### src/rtl/ifm_window_buf.sv
// K x K input-feature-map window buffer with full load, LEFT/RIGHT/DOWN sliding,
// valid/ready handshake, a saturating shift counter and a registered 2x2 signed max.
module ifm_window_buf #(
   parameter int DATA_W = 8,
   parameter int K      = 3,
   parameter int LANES  = 4,
   parameter int CNT_W  = 8
) (
   input  logic                      clk,
   input  logic                      rst_n,
   input  logic [1:0]                layer_type,
   input  logic [2:0]                shift_mode,
   input  logic                      in_valid,
   output logic                      in_ready,
   input  logic [LANES*DATA_W-1:0]   ifm_input [K],
   output logic                      win_valid,
   input  logic                      win_ready,
   output logic [DATA_W-1:0]         ifm_output [K*K],
   output logic [DATA_W-1:0]         pool_max,
   output logic [CNT_W-1:0]          shift_cnt
);

   typedef enum logic [1:0] {
      LAYER_NONE  = 2'b00,
      LAYER_CONV  = 2'b01,
      LAYER_POOL  = 2'b10,
      LAYER_FULLY = 2'b11
   } layer_e;

   typedef enum logic [2:0] {
      MODE_RIGHT     = 3'b001,
      MODE_DOWN      = 3'b010,
      MODE_LEFT      = 3'b100,
      MODE_NO_CHANGE = 3'b101,
      MODE_ALL       = 3'b111
   } mode_e;

   logic signed [DATA_W-1:0] win_q [K][K];
   logic signed [DATA_W-1:0] win_d [K][K];
   logic signed [DATA_W-1:0] pool_d;
   logic                     accept;
   logic                     cnt_inc;
   logic                     cnt_clr;
   logic                     unused_bits;

   function automatic logic signed [DATA_W-1:0] smax(input logic signed [DATA_W-1:0] a,
                                                     input logic signed [DATA_W-1:0] b);
      return (a > b) ? a : b;
   endfunction

   assign in_ready = (layer_type != LAYER_NONE) && (!win_valid || win_ready);
   assign accept   = in_valid && in_ready;

   // Candidate next window; only committed on accept. FULLY allows only full loads.
   always_comb begin
      win_d   = win_q;
      cnt_inc = 1'b0;
      cnt_clr = 1'b0;
      case (shift_mode)
         MODE_ALL: begin
            cnt_clr = 1'b1;
            for (int r = 0; r < K; r++)
               for (int c = 0; c < K; c++)
                  win_d[r][c] = ifm_input[r][(K-1-c)*DATA_W +: DATA_W];
         end
         MODE_RIGHT: begin
            if (layer_type != LAYER_FULLY) begin
               cnt_inc = 1'b1;
               for (int r = 0; r < K; r++) begin
                  for (int c = 0; c < K-1; c++)
                     win_d[r][c] = win_q[r][c+1];
                  win_d[r][K-1] = ifm_input[r][DATA_W-1:0];
               end
            end
         end
         MODE_LEFT: begin
            if (layer_type != LAYER_FULLY) begin
               cnt_inc = 1'b1;
               for (int r = 0; r < K; r++) begin
                  for (int c = K-1; c > 0; c--)
                     win_d[r][c] = win_q[r][c-1];
                  win_d[r][0] = ifm_input[r][DATA_W-1:0];
               end
            end
         end
         MODE_DOWN: begin
            if (layer_type != LAYER_FULLY) begin
               cnt_inc = 1'b1;
               for (int r = 0; r < K-1; r++)
                  win_d[r] = win_q[r+1];
               for (int c = 0; c < K; c++)
                  win_d[K-1][c] = ifm_input[0][(K-1-c)*DATA_W +: DATA_W];
            end
         end
         default: ;
      endcase
      pool_d = smax(smax(win_d[0][0], win_d[0][1]), smax(win_d[1][0], win_d[1][1]));
   end

   // Pad lanes above the window width and unused rows feed nothing.
   always_comb begin
      unused_bits = 1'b0;
      for (int r = 0; r < K; r++)
         unused_bits = unused_bits ^ (^ifm_input[r]);
   end

   always_ff @(posedge clk or negedge rst_n) begin
      if (!rst_n) begin
         win_q     <= '{default: '0};
         pool_max  <= '0;
         shift_cnt <= '0;
         win_valid <= 1'b0;
      end else begin
         if (accept) begin
            win_q    <= win_d;
            pool_max <= pool_d;
            if (cnt_clr)
               shift_cnt <= '0;
            else if (cnt_inc && (shift_cnt != '1))
               shift_cnt <= shift_cnt + CNT_W'(1);
         end
         if (accept)
            win_valid <= 1'b1;
         else if (win_ready || (layer_type == LAYER_NONE))
            win_valid <= 1'b0;
      end
   end

   always_comb begin
      for (int r = 0; r < K; r++)
         for (int c = 0; c < K; c++)
            ifm_output[r*K+c] = win_q[r][c];
   end

endmodule

### config.mk
export PLATFORM = sky130hd
export DESIGN_NAME = ifm_window_buf
export DESIGN_NICKNAME = d
export VERILOG_FILES = /design/src/rtl/ifm_window_buf.sv
export SDC_FILE = /design/constraint.sdc
export NUM_CORES = 1
export LEC_CHECK = 0
export ABC_AREA = 1
export CORE_ASPECT_RATIO = 1.1
export CORE_MARGIN = 2
export CORE_UTILIZATION = 50
export DETAILED_ROUTE_END_ITERATION = 8
export PLACE_DENSITY = 0.83
export SLEW_MARGIN = 20
export SYNTH_ARGS = -nofsm -noshare
export SYNTH_HDL_FRONTEND = slang
export SYNTH_SLANG_ARGS = --single-unit
### constraint.sdc
create_clock -name clk -period 6 [get_ports clk]
set_input_delay 1.2 -clock clk [delete_from_list [all_inputs] [get_ports clk]]
set_output_delay 1.2 -clock clk [all_outputs]
set_load 0.05 [all_outputs]
==> impl_metrics.ini <==
[global_route]
grt_util_met3_pct = 7.52
antenna_found_initial = 0
gr-usage-met1_pct = 49.1
grt.busiest_layer = met2
grt_pass1_vias = 7870
grt_max_degree = 81
gr-usage-met2_pct = 53.7
gr-total-overflow = 0
grt_first_pass_wirelength_um = 41000
gr-usage-all-layers_pct = 35.2

[cells_and_area]
drive_gt1_share_pct = 11.2
seq_area_um2 = 2230
multiInputGateArea_um2 = 4070
nNetsFinal = 1376
final_util_pct = 71.4
fillers = 1123
fin_area_um2 = 9780
area_delta_synth_final_pct = 40.4
n_antenna_cell = 0

[yosys]
syn_area_per_cell_um2 = 6.68
yosysSeqAreaShare_pct = 32.0
synth_top_area_share_pct = 32.0
synth-simple-area-share_pct = 28.5
synth_nets = 1170
synth_top_area_cell = dfrtp_1
async_flop_share_pct = 100
synth_common_cells = 205 x nand2_1, 116 x o21ai_0, 113 x nor2_1
syn_inst = 1042
synth-edff-count = 0
synth_xor_area_share_pct = 0
synth_top_family_by_area = simple AND/OR/NAND/NOR gates
yosysWarnings = 0
yosysUniqueCellTypes = 48
yosys.area_share.adder_pct = 4.13
synth_ff_type = dfrtp_1
synth_area_leaders = dfrtp_1 32%, nand2_1 11%, o21ai_0 8.3%
yosys_register_bits = 89
yosysMostFrequentCell = nand2_1
netlist_area_um2 = 6960
muxShareOfSynthArea_pct = 0.144
synth_compound_area_share_pct = 24.5

[worst_setup_path]
path_buf_inv = 8
cp.depth = 30
setup.worst_path.start = layer_type[0]
cp-end-kind = flip-flop
cp_common_cell = o21ai_0
worst-r2r-setup-slack_ns = 1.53
path_max_fanout = 37
cp-start-kind = primary input
critPathRequiredTime_ns = 6.24
reg2reg_from = ifm_output[45]$_DFFE_PN0P_
slowest_stage = clkdlybuf4s50_1
cpPeakStageDelay_ns = 0.45
r2r_cells = 27
critical_path_arrival_ns = 5.98
path_delay_family = compound AO/OA/AOI/OAI gates
crit_type = in -> reg

[timing]
slew_headroom_pct = 41.9
fin_crit_ns = 5.74
max_freq_ghz = 0.174
tightest_slew_ns = 0.872
hold_viol = 0
finalClockSkew_ns = 0.00817
setup_viol = 0
period_share_pct = 95.6
maxSlewViolCount = 0
fin_tns_setup_ns = 0
rsz0062_at_grt = true

[run_status]
status = finished, final reports clean

[placement]
placed_area_um2 = 9340
gp_congestion = 0.972
io_buffers = 170
dpl.hpwl_um = 19000

[pwr]
power_mw = 3.93
leakagePower_nw = 4.39
irDropWorstVdd_mv = 0.251
p_per_area_nw_per_um2 = 402

[cts]
cts_root_buffer = clkbuf_16
cts_max_path_buffers = 2
cts_buffers = 9
holdBufCountCts = 0
ctsHtreeMaxLevel = 3
cts.sinks = 89
clock_latency_ns = 0.35
clk_pin_slew_worst_paths_ns = 0.06
cts_tree = built

[floorplanning]
coreArea_um2 = 13700
ioPinCount = 195
dieWidth_um = 117
initial_utilization_pct = 50.9
rows = 45
dieArea_um2 = 14900
fp.dieH_um = 128

[detailed_routing]
vias = 8568
drc = 0
via_per_inst = 5.95
drt_wl_total_um = 25900
ant_nets = 0
dr.pass1.iters = 7
drtIter0Drc = 985
wire_per_inst_um = 18.0

[hold_path]
hold_start = pool_max[6]$_DFFE_PN0P_
min_path_type = reg -> reg
whs_path_depth = 2

[flow_run]
maxCapViolCount = 0
-- layout make-up --
cell class	instances	area share, %
clock buffer	12	2.52
timing repair buffer	265	25.6
clock inverter	4	0.538
tap	188	2.41
inverter	114	4.47
sequential	89	22.8
multi-input combinational	769	41.7
-- stage by stage --
step / worst slack (ns) / hold WS [ns] / cells
5_1_grt: -0.109 / 0.502 / 1441
2_1_floorplan: 0.595 / 0.760 / 1042
3_3_place_gp: -0.00281 / 0.461 / 1420
3_5_place_dp: -0.0678 / 0.464 / 1420
6_report: 0.264 / 0.476 / 1441
4_1_cts: 0.227 / 0.482 / 1436
-- per-layer routing --
metal	wire length [µm]	share of wire, %
met5	0	0
met4	853	3.3
met3	3040	12
met2	11700	45
met1	10300	40
-- cell usage in the layout (no fill, tap or decap), types with 5 or more instances in the layout --
cell type          n
a211oi_1           6
a21oi_1           53
o21ai_0          112
clkdlybuf4s50_1  167
inv_1            107
dfrtp_1           89
nand2_1          204
o21ai_1            7
a22oi_1           16
inv_2              5
o211ai_1          12
buf_12             5
nand3_1           72
nor3_1            31
buf_4             88
a31oi_1           17
clkbuf_16         10
nor2_1           112
nand4_1           14
ha_1              23
a41oi_1           15
o22ai_1           14
and2_1             7
-- worst paths after layout --
path                                               to
setup / recovery              pool_max[5]$_DFFE_PN0P_
hold / removal                pool_max[6]$_DFFE_PN0P_
setup reg to reg              pool_max[5]$_DFFE_PN0P_
hold reg to reg               pool_max[6]$_DFFE_PN0P_
max in group asynchronous  ifm_output[60]$_DFFE_PN0P_
min in group asynchronous     pool_max[0]$_DFFE_PN0P_
-- worst min-delay path, delay by kind of cell (launching register included) --
kind | cells | cell delay (ns)
flip-flops | 1 | 0.34
AND/OR/NAND/NOR | 2 | 0.10
-- registers in the layout, indices dropped and copies added (netlist names) --
signal      count
ifm_output     72
pool_max        8
shift_cnt       8
win_valid       1
-- where the power goes --
group,internal (mW),total (mW),switching (mW)
clock,0.335,0.582,0.247
combinational,0.908,2.40,1.49
sequential,0.766,0.952,0.186
-- cells by family after synthesis --
| logic type | after synthesis |
|---|---|
| mux | 1 |
| fa+ha+maj | 23 |
| compound gates | 284 |
| buf+inv | 184 |
| simple gates | 461 |
| flops | 89 |
-- timing repair --
action,CTS,global route
setup buffers,0,4
gates resized for setup,0,28
endpoints found under the setup margin,0,8
Power figures use the tool's default switching activity.
